<file path="src/rtl/core_insn_queue.sv">
// Halfword instruction queue between fetch and decode: splits each fetched
// hi/lo pair into 16-bit entries, buffers them circularly and issues one per cycle.
module core_insn_queue #(
    parameter int DEPTH_ORDER = 3
) (
    input  logic        clk,
    input  logic        rst,
    input  logic        flush,
    input  logic        in_valid,
    input  logic        in_lo_skip,
    input  logic [15:0] in_lo_insn,
    input  logic [15:0] in_hi_insn,
    input  logic [30:0] in_lo_pc,
    input  logic [30:0] in_hi_pc,
    output logic        stall,
    output logic        out_valid,
    output logic [15:0] out_insn,
    output logic [30:0] out_pc,
    input  logic        out_ready
);

    localparam int DEPTH = 1 << DEPTH_ORDER;
    localparam int CNT_W = DEPTH_ORDER + 1;
    localparam logic [CNT_W-1:0]       STALL_LEVEL = CNT_W'(DEPTH - 1);
    localparam logic [CNT_W-1:0]       CNT_ZERO    = CNT_W'(32'd0);
    localparam logic [CNT_W-1:0]       CNT_ONE     = CNT_W'(32'd1);
    localparam logic [CNT_W-1:0]       CNT_TWO     = CNT_W'(32'd2);
    localparam logic [DEPTH_ORDER-1:0] PTR_ZERO    = DEPTH_ORDER'(32'd0);
    localparam logic [DEPTH_ORDER-1:0] PTR_ONE     = DEPTH_ORDER'(32'd1);

    logic [15:0]            insn_mem_r [DEPTH];
    logic [30:0]            pc_mem_r   [DEPTH];
    logic [DEPTH_ORDER-1:0] rd_ptr_r;
    logic [DEPTH_ORDER-1:0] wr_ptr_r;
    logic [CNT_W-1:0]       count_r;

    logic                   push_s;
    logic                   pop_s;
    logic [CNT_W-1:0]       push_cnt_s;
    logic [CNT_W-1:0]       pop_cnt_s;
    logic [CNT_W-1:0]       count_next_s;
    logic [DEPTH_ORDER-1:0] wr_ptr_inc_s;
    logic [DEPTH_ORDER-1:0] hi_idx_s;
    logic [DEPTH_ORDER-1:0] wr_ptr_next_s;
    logic [DEPTH_ORDER-1:0] rd_ptr_next_s;

    // Handshake decode; stall looks only at the registered count so fetch never sees a ready loop.
    always_comb begin
        stall     = (count_r >= STALL_LEVEL);
        out_valid = (count_r != CNT_ZERO) && !flush;
        push_s    = in_valid && !stall && !flush;
        pop_s     = out_valid && out_ready;
    end

    // Occupancy and pointer arithmetic; pointers wrap naturally at DEPTH.
    always_comb begin
        push_cnt_s = CNT_ZERO;
        pop_cnt_s  = CNT_ZERO;
        if (push_s) begin
            if (in_lo_skip) begin
                push_cnt_s = CNT_ONE;
            end else begin
                push_cnt_s = CNT_TWO;
            end
        end else begin
            push_cnt_s = CNT_ZERO;
        end
        if (pop_s) begin
            pop_cnt_s = CNT_ONE;
        end else begin
            pop_cnt_s = CNT_ZERO;
        end
        count_next_s  = count_r + push_cnt_s - pop_cnt_s;
        wr_ptr_inc_s  = wr_ptr_r + PTR_ONE;
        hi_idx_s      = in_lo_skip ? wr_ptr_r : wr_ptr_inc_s;
        wr_ptr_next_s = wr_ptr_r + push_cnt_s[DEPTH_ORDER-1:0];
        rd_ptr_next_s = rd_ptr_r + pop_cnt_s[DEPTH_ORDER-1:0];
    end

    // Pointer and occupancy registers; reset outranks flush, flush outranks traffic.
    always_ff @(posedge clk) begin
        if (rst) begin
            rd_ptr_r <= PTR_ZERO;
            wr_ptr_r <= PTR_ZERO;
            count_r  <= CNT_ZERO;
        end else if (flush) begin
            rd_ptr_r <= PTR_ZERO;
            wr_ptr_r <= PTR_ZERO;
            count_r  <= CNT_ZERO;
        end else begin
            rd_ptr_r <= rd_ptr_next_s;
            wr_ptr_r <= wr_ptr_next_s;
            count_r  <= count_next_s;
        end
    end

    // Entry storage is left unreset; the low half lands first so it issues first.
    always_ff @(posedge clk) begin
        if (push_s && !rst) begin
            if (!in_lo_skip) begin
                insn_mem_r[wr_ptr_r] <= in_lo_insn;
                pc_mem_r[wr_ptr_r]   <= in_lo_pc;
            end
            insn_mem_r[hi_idx_s] <= in_hi_insn;
            pc_mem_r[hi_idx_s]   <= in_hi_pc;
        end
    end

    // Head entry, read straight from storage with no input bypass.
    always_comb begin
        out_insn = insn_mem_r[rd_ptr_r];
        out_pc   = pc_mem_r[rd_ptr_r];
    end

endmodule

</file>
<file path="config.mk">
export PLATFORM = sky130hd
export DESIGN_NAME = core_insn_queue
export DESIGN_NICKNAME = d
export VERILOG_FILES = /design/src/rtl/core_insn_queue.sv
export SDC_FILE = /design/constraint.sdc
export NUM_CORES = 1
export LEC_CHECK = 0
export CAP_MARGIN = 20
export CORE_UTILIZATION = 42
export CTS_CLUSTER_SIZE = 28
export DETAILED_ROUTE_END_ITERATION = 8
export GPL_TIMING_DRIVEN = 0
export PLACE_DENSITY_LB_ADDON = 0.08
export SLEW_MARGIN = 20
export SYNTH_ARGS = -nofsm -noshare
export SYNTH_HDL_FRONTEND = slang
export SYNTH_SLANG_ARGS = --single-unit
</file>
<file path="constraint.sdc">
create_clock -name clk -period 6.3 [get_ports clk]
set_input_delay 1.575 -clock clk [delete_from_list [all_inputs] [get_ports clk]]
set_output_delay 1.575 -clock clk [all_outputs]
set_load 0.02 [all_outputs]
</file>
==> results of run 1 <==
-- flip-flops by register name, indices dropped and copies added, names as in the netlist --
name        flops
pc_mem_r      248
count_r         4
insn_mem_r    128
rd_ptr_r        3
wr_ptr_r        3
-- layer usage --
layer | share of wire, % | global-route usage (%) | wire length (um)
met4 | 2.4 | 6.901 | 1194
met2 | 47 | 35.44 | 23840
met3 | 4.4 | 3.173 | 2228
met1 | 46 | 30.84 | 23160
met5 | 0.022 | 0 | 11
-- metrics by stage --
| step | total power (W) | hold slack [ns] |
|---|---|---|
| floorplan | 0.003187 | 0.5492 |
| global placement | 0.003400 | 0.5718 |
| detailed placement | 0.003413 | 0.5924 |
| CTS | 0.005829 | 0.6097 |
| global route | 0.005959 | 0.6274 |
| finish | 0.005766 | 0.5962 |
-- worst register-to-register path, delay by kind of cell, from the launching register on --
kind,cells,cell delay (ns)
adder cells (fa/ha/maj),1,0.16
AO/OA/AOI/OAI,1,0.64
buffers and inverters,3,0.54
AND/OR/NAND/NOR,3,1.28
flip-flops,1,0.33
-- layout make-up --
type / instances / area (um2)
inverters: 10 / 37.54
diodes: 2 / 5.005
clock buffers: 59 / 1221
plain buffers: 70 / 401.6
flip-flops and latches: 386 / 11490
repair buffers: 171 / 2069
clock inverters: 18 / 105.1
well taps: 600 / 750.7
fillers: 3771 / 21850
multi-input cells: 594 / 7548
-- cell families after synthesis --
family | share of synthesized area, %
compound gates | 0.4775
xor+xnor | 0.2710
fa+ha+maj | 0.9164
buf+inv | 2.265
flops | 59.27
mux | 35.49
simple gates | 1.317
-- path summary, 6_finish.rpt --
check                           slack [ns]  cells after the start        endpoint
worst max register to register        3.01                      8  pc_mem_r[0][3]
worst min-delay path                  0.60                      2     rd_ptr_r[0]
worst max-delay path                  0.99                      5      out_pc[18]
worst min register to register        0.60                      2     rd_ptr_r[0]
-- synth_stat cells --
cell type,n,area (um2)
xor2_1,2,17.52
mux2_2,369,4155
buf_6,5,56.30
nand2b_1,5,31.28
o21bai_1,5,37.54
fa_1,2,40.04
or4_1,1,7.510
a21o_1,2,15.01
nor3_4,1,16.27
and2_1,6,37.54
nor3b_1,1,7.510
buf_2,27,135.1
or4b_2,1,10.01
dfxtp_1,10,200.2
nand2_1,3,11.26
buf_4,18,135.1
or3_1,2,12.51
mux4_2,94,2117
inv_1,10,37.54
or2_1,1,6.260
nand3_1,4,20.02
clkbuf_1,14,52.55
xnor2_1,4,35.03
nor2_1,8,30.03
mux2_1,54,608.1
nand3b_1,2,15.01
and3_1,6,37.54
o21ai_0,6,30.03
edfxtp_1,376,11290
a21oi_1,2,10.01
buf_1,6,22.52
or2_2,2,12.51
ha_1,11,137.6
-- power by group --
group,switching (W),internal [W],leakage [nW]
sequential,0.00000810,0.00285,3.47
clock,0.00102,0.00139,0.649
combinational,0.000228,0.000269,3.50
total,0.00125,0.00451,7.62
==> implementation parameters, run 1 <==
Parameter                              Value

GRT
  Antenna violations before repair    3
  Maximum number of pins on one net before global-route repair    19
  Grt total ovfl    0
  Vias in the first global route    11110
  Total routing resource utilization after global routing    22.01%
  First-pass GRT wire length    74850 um

Die
  Number of rows in the core area    78
  Die area    0.04703 mm2
  Initial Utilization    42.63%
  Die Wd    216.9 um
  Number of top-level pins    149
  Core region area    0.04548 mm2
  Die Y    216.9 um

Placed design
  Final GP Congestion    0.7593
  DP Area    0.02230 mm2
  Half-perimeter wire length after detailed placement    32120 um
  Post-Place Worst Slack    1.433 ns
  Port Buf Inserts    148
  Placed Cells    1831

Setup path
  Arrival time at the worst endpoint    3.74 ns
  Worst setup path startpoint    rd_ptr_r[1]
  Slowest stage delay, CP    0.82 ns
  Family with the most delay on the worst path    buffers and inverters
  Cell with the biggest individual delay on the critical path    buf_1
  Cell-by-cell trace of the critical path    clkbuf_1, buf_1, mux4_2, mux2_2, clkdlybuf4s50_1
  Max Fanout on Critical Path    10
  Critical path start-end classification    reg -> out
  Buffers plus inverters on the worst setup path    3
  CP endpoint kind    output pin
  Reg2Reg Launch Point    count_r[3]
  Critical Path Source Type    register
  Data required time of the critical path    4.72 ns

Drt
  Post-DR wirelength/cell    26.41 um
  Vias after detailed routing    10650
  First-pass iteration count of the detailed router    6
  Via density    5.578
  Number of DRC violations after detailed routing    0
  DRT iter0 DRCs    854
  Antenna Nets Post-Route    0
  Total wire length    50440 um

Timing
  Final setup violation count    0
  Final TNS setup    0 ns
  Worst setup skew after layout    0.01837 ns
  Crit path setup slack, layout    0.9890 ns
  Max-Slew Margin vs Limit    32.86%
  Final count of pins violating max slew    0
  Tightest Pin Transition    1.007 ns
  Fmax achieved    188.3 MHz
  Share of the clock period used by the worst path after layout    84.30%
  Final Critical Period    5.311 ns
  Final hold viol count    0
  Unrepaired setup endpoints after global routing    no

Hold path
  Type of the tightest min-delay check    reg -> reg
  Worst Hold Launch    rd_ptr_r[0]

Clocking
  Count of hold-fix buffers inserted at cts    0
  CTS tree    done
  Root Buffer    clkbuf_16
  TritonCTS sink count    386
  Number of instances resized during post-cts repair    0
  Bufs on Longest Clock Path    3
  Worst skew pair latency    0.57 ns
  Buffer count from post-CTS setup fixing    0
  Clock slew at reported path FFs    0.06 ns
  Inserted Clock Buffers    45
  CTS H-tree lvls    2

Finish
  Commonest non-fill, non-tap cells in the layout    edfxtp_1, mux2_2, clkdlybuf4s50_1, mux4_2, mux2_1
  Number of standard cells in the layout, taps in and fillers out    1910
  Number of nets at the end of the flow    1391
  Share of the core filled with cells    51.96%
  Leading cell type in the layout, fill and taps excluded    edfxtp_1
  Fraction of layout instances using a drive strength above 1    46.02%
  Area grow syn2layout    21.88%
  Post-route design area    0.02363 mm2

Power
  Leakage power total    7.619 nW
  Cell area power density    244.0 mW/mm2
  Largest vdd supply drop    0.1473 mV

Yosys
  Syn Area/Cell    18.29 um2
  Post-Synthesis Net Count    1173
  Distinct cell type count of the synthesized netlist    33
  Register bit count reported by yosys    386
  Synthesized netlist cell count    1060
  Syn Std Cell Area    0.01939 mm2
  Sequential element share of the synthesized area    59.27%
  Warnings, synthesis    0

Run status
  Result of the run    finished, final reports clean

Flow run
  Max Cap Viol    0
No activity file was read; power rests on OpenSTA's default activity.
==> inputs of run 2 (changes only) <==
==> constraint.sdc (replaced) <==
create_clock -name clk -period 5.2 [get_ports clk]
set_input_delay 1.3 -clock clk [delete_from_list [all_inputs] [get_ports clk]]
set_output_delay 1.3 -clock clk [all_outputs]
set_load 0.02 [all_outputs]
==> results of run 2 <==
Same layout as run 1 (identical final DEF). Status: finished, final reports clean.
Main changes from that run: setup slack after placement 1.433 ns -> 0.6076 ns; setup slack after layout 0.9890 ns -> 0.1640 ns; register-to-register setup slack 3.01 ns -> 1.91 ns; total power 0.005766 W -> 0.006985 W; worst IR drop on VDD 0.1473 mV -> 0.1785 mV
==> inputs of run 3 (changes only) <==
--- a/config.mk
+++ b/config.mk
@@ -7,6 +7,7 @@
 export LEC_CHECK = 0
 export CAP_MARGIN = 20
 export CORE_UTILIZATION = 42
+export CTS_BUF_LIST = sky130_fd_sc_hd__clkbuf_2
 export CTS_CLUSTER_SIZE = 28
 export DETAILED_ROUTE_END_ITERATION = 8
 export GPL_TIMING_DRIVEN = 0
==> run 3 against run 2 <==
- global-route usage up 0.28 points
- count of clock-buffer cells in the layout up 102
- sequential power about the same
- worst hold slack better by 0.0098 ns
- critical endpoint unchanged
==> implementation parameters, run 3 (same netlist as run 1, synthesis figures left out) <==
Parameter                              Value

Die
  Number of top-level pins    149 (unchanged)
  Core region area    0.04548 mm2 (unchanged)
  Die Y    216.9 um (unchanged)
  Die area    0.04703 mm2 (unchanged)
  Die Wd    216.9 um (unchanged)
  Number of rows in the core area    78 (unchanged)
  Initial Utilization    42.63% (unchanged)

Timing
  Final Critical Period    4.997 ns
  Final hold viol count    0 (unchanged)
  Final TNS setup    0 ns (unchanged)
  Max-Slew Margin vs Limit    37.79% (+4.9 points)
  Final count of pins violating max slew    0 (unchanged)
  Final setup violation count    0 (unchanged)
  Unrepaired setup endpoints after global routing    yes
  Share of the clock period used by the worst path after layout    96.09%
  Worst setup skew after layout    0.06598 ns (+0.04760 ns)
  Fmax achieved    200.1 MHz
  Tightest Pin Transition    0.9332 ns (-0.07396 ns)

Finish
  Area grow syn2layout    20.37%
  Leading cell type in the layout, fill and taps excluded    edfxtp_1
  Register with the most flip-flops    pc_mem_r
  Largest register FFs    248 (unchanged)
  Number of nets at the end of the flow    1452 (+4.4%)
  Commonest non-fill, non-tap cells in the layout    edfxtp_1, mux2_2, clkbuf_2, clkdlybuf4s50_1, mux4_2
  Share of the core filled with cells    51.32% (-0.64 points)
  Fraction of layout instances using a drive strength above 1    50.99% (+5.0 points)
  Regs by FF count    pc_mem_r x248, insn_mem_r x128, count_r x4

Clocking
  Count of hold-fix buffers inserted at cts    0 (unchanged)
  CTS H-tree lvls    3 (+1)
  Bufs on Longest Clock Path    3 (unchanged)
  Number of instances resized during post-cts repair    18 (+18)
  Buffer count from post-CTS setup fixing    0 (unchanged)
  Worst skew pair latency    1.04 ns (+0.47 ns)
  Inserted Clock Buffers    106 (+140%)
  CTS tree    done
  Root Buffer    clkbuf_2
  Clock slew at reported path FFs    0.10 ns (+0.04 ns)
  TritonCTS sink count    386 (unchanged)

Setup path
  CP endpoint kind    output pin
  Data required time of the critical path    3.90 ns
  Arrival time at the worst endpoint    3.70 ns (-0.04 ns)
  Critical Path Source Type    register
  Max Fanout on Critical Path    10 (unchanged)
  Critical path start-end classification    reg -> out

GRT
  First-pass GRT wire length    75750 um (+1.2%)
  Antenna violations before repair    4 (+1)
  Grt total ovfl    0 (unchanged)
  Maximum number of pins on one net before global-route repair    19 (unchanged)
  Total routing resource utilization after global routing    22.29% (+0.28 points)
  Met2 track demand over resource    35.64% (+0.20 points)
  Vias in the first global route    11710 (+5.4%)
  Global-route track usage on met3    4.333% (+1.2 points)
  Global routing met1 resource utilization    30.19% (-0.66 points)
  Top Usage Layer GRT    met2

Drt
  Post-DR wirelength/cell    25.21 um (-4.5%)
  Number of DRC violations after detailed routing    0 (unchanged)
  Via density    5.432 (-2.6%)
  First-pass iteration count of the detailed router    5 (-1)
  Antenna Nets Post-Route    0 (unchanged)
  Total wire length    50950 um (+1.0%)
  Vias after detailed routing    10980 (+3.1%)
  DRT iter0 DRCs    717 (-16%)

Placed design
  Port Buf Inserts    148 (unchanged)
  Half-perimeter wire length after detailed placement    32120 um (unchanged)
  Final GP Congestion    0.7593 (unchanged)

Power
  Largest vdd supply drop    0.1461 mV
  Cell area power density    270.4 mW/mm2
  Leakage power total    7.756 nW (+1.8%)

Hold path
  Type of the tightest min-delay check    reg -> reg

Flow run
  Max Cap Viol    0 (unchanged)

Run status
  Result of the run    finished, final reports clean
## run 3: stage by stage
stage / power, W / instance area, um2 / std cells / worst slack (ns) / hold WS, ns
detailed placement: 0.004134 / 22300 / 1831 / 0.6076 / 0.5924
finish: 0.006312 / 23340 / 2021 / 0.2034 / 0.6060
CTS: 0.006408 / 23320 / 2018 / 0.03440 / 0.6188
global route: 0.006609 / 23340 / 2021 / -0.02137 / 0.6394
floorplan: 0.003861 / 19390 / 1060 / 0.1188 / 0.5492
global placement: 0.004120 / 21620 / 1808 / -3.439 / 0.5718
## run 3: worst paths after layout
| kind | depth (start not counted) | to | from | slack (ns) |
|---|---|---|---|---|
| worst max-delay path | 6 | out_pc[18] | rd_ptr_r[0] | 0.20 |
| worst min-delay path | 2 | rd_ptr_r[0] | rd_ptr_r[0] | 0.61 |
| worst max register to register | 8 | pc_mem_r[0][3] | count_r[3] | 1.90 |
| worst min register to register | 2 | rd_ptr_r[0] | rd_ptr_r[0] | 0.61 |
## run 3: where the power goes
| part | switching (W) | leakage [nW] | internal (W) |
|---|---|---|---|
| sequential | 0.00000994 | 3.47 | 0.00345 |
| clock | 0.00129 | 0.753 | 0.000962 |
| combinational | 0.000277 | 3.53 | 0.000328 |
| total | 0.00157 | 7.76 | 0.00474 |
## run 3: worst max-delay path, cell delays in order (launching register included)
cell	delay, ns
dfxtp_1	0.34
clkbuf_1	0.28
buf_4	0.30
buf_4	0.31
mux4_2	0.55
mux2_2	0.30
clkdlybuf4s50_1	0.56
## run 3: final cells by class
type	instances	area (um2)
Fill cell	3853	22140
Sequential cell	386	11490
Multi-Input combinational cell	594	7548
Timing Repair Buffer	171	2069
Clock buffer	161	805.8
Tap cell	600	750.7
Buffer	70	450.4
Clock inverter	26	176.4
Inverter	10	37.54
Antenna cell	3	7.507
## run 3: metal layers
| metal | routed length (um) | part of all wire [%] |
|---|---|---|
| met4 | 1108 | 2.2 |
| met5 | 11 | 0.022 |
| met2 | 24150 | 47 |
| met3 | 2721 | 5.3 |
| met1 | 22950 | 45 |
==> RTL change: new RTL, settings of run 1 <==
Change the parameter `DEPTH_ORDER` from 3 to 4.
--- a/src/rtl/core_insn_queue.sv
+++ b/src/rtl/core_insn_queue.sv
@@ -2,5 +2,5 @@
 // hi/lo pair into 16-bit entries, buffers them circularly and issues one per cycle.
 module core_insn_queue #(
-    parameter int DEPTH_ORDER = 3
+    parameter int DEPTH_ORDER = 4
 ) (
     input  logic        clk,
Formal check against the unedited RTL: no difference found for any inputs over 4 cycles, from zero or initial values; that may be too few to reach the edited logic, so the function may still have changed.
==> RTL change against run 1 <==
  * Final area up 93%
  * Non-clock buffer count is 170 higher
  * Register-to-register slack worse by 560 ps
  * Sequential cell count rose by 379
  * Wire length increased by 130%
  * Sequential share of layout area rose by 1.4 points
  * Combinational power grew 79%
  * Total power rose by 100%
  * Setup slack got worse by 760 ps
  * Synthesized area grew 100%
  * Highest routed layer unchanged
==> RTL change: results (changes against run 1) <==
outcome: "completed"  # unchanged
hold_path_class: "register to register"  # unchanged
syn_nets: 2248  # was 1173
dp_hpwl_um: 77000  # was 32100 um
synth-edff-count: 752  # was 376
swShare_pct: 22.0  # was 21.7%
synth_commonest_cells: "752 x edfxtp_1, 710 x mux2_2, 235 x mux4_2"  # was 376 x edfxtp_1, 369 x mux2_2, 94 x mux4_2
worstHoldEndpoint: "rd_ptr_r[1]"  # was rd_ptr_r[0]
ys_top_cells_by_area: "edfxtp_1 58%, mux2_2 21%, mux4_2 14%"  # was edfxtp_1 58%, mux2_2 21%, mux4_2 11%
viasPerCell: 5.87  # was 5.58
skew_ps: 14.3  # was 18.4 ps
p_comb_w: 0.000891  # was 0.000497 W
setup_ws_ps: 230  # was 989 ps
fillCellCount: 7649  # was 3771
cts_buffers: 88  # was 45
r2r_start: "wr_ptr_r[1]"  # was count_r[3]
place_ws_ps: 936  # was 1430 ps
clkLatencyLatePin_ps: 650  # was 570 ps
slowest_delay_ps: 800  # was 820 ps
via_count: 21800  # was 10700
reg_top3: "pc_mem_r: 496 flops, insn_mem_r: 256 flops, count_r: 5 flops"  # was pc_mem_r: 248 flops, insn_mem_r: 128 flops, count_r: 4 flops
internal_power_w: 0.00907  # was 0.00451 W
drtIter0Drc: 1907  # was 854
placed_cells: 3549  # was 1831
cp_max_fo: 10  # unchanged
rr_endpoint: "insn_mem_r[2][9]"  # was pc_mem_r[0][3]
vdd_drop_max_mv: 0.189  # was 0.147 mV
crit_arrival_ps: 4500  # was 3740 ps
synth.area.mux_share_pct: 35.5  # about the same
finalNetCount: 2515  # was 1391
io_buffers: 147  # was 148
ys_types: 47  # was 33
grt_pass1_wl_um: 169000  # was 74900 um
drt-pass1-iter-count: 5  # was 6
grt_pass1_vias: 23200  # was 11100
grt_max_degree: 27  # was 19
htreeDepth: 3  # was 2
endpoint: "out_pc[21]"  # was out_pc[18]
min_from: "rd_ptr_r[1]"  # was rd_ptr_r[0]
dpl_cell_area_sq_um: 42800  # was 22300 sq um
slew-limit-headroom_pct: 21.4  # was 32.9%
worst-r2r-setup-slack_ps: 2450  # was 3010 ps
worst_hold_slack_ps: 591  # was 596 ps
gp_congestion: 0.836  # was 0.759
cp_slowest_cell: "clkbuf_1"  # was buf_1
seq_cell_power_w: 0.00564  # was 0.00286 W
ys_seq_area_share_pct: 58.6  # was 59.3%
[RTL change: area by class of cell]
type                    instances  area [sq um]  share of cell area (%)
flip-flops and latches        765         22800                    50.0
multi-input cells            1115         15100                    33.0
clock buffers                 124          2490                    5.46
repair buffers                177          2120                    4.64
well taps                    1243          1560                    3.40
plain buffers                 234          1210                    2.65
clock inverters                40           344                   0.753
inverters                      15          56.3                   0.123
diodes                          1          2.50                 0.00548
[RTL change: cells by family after synthesis]
| kind of cell | count (synthesis) |
|---|---|
| mux | 987 |
| buf+inv | 249 |
| compound gates | 51 |
| simple gates | 53 |
| flops | 765 |
| fa+ha+maj | 19 |
| xor+xnor | 5 |
[RTL change: layer usage]
layer	track usage [%]	vias up	part of all wire, %
met2	42.5	673	49
met5	0	-	0.011
li1	-	9221	-
met3	3.91	169	5.1
met4	6.53	2	2.5
met1	34.1	11700	43
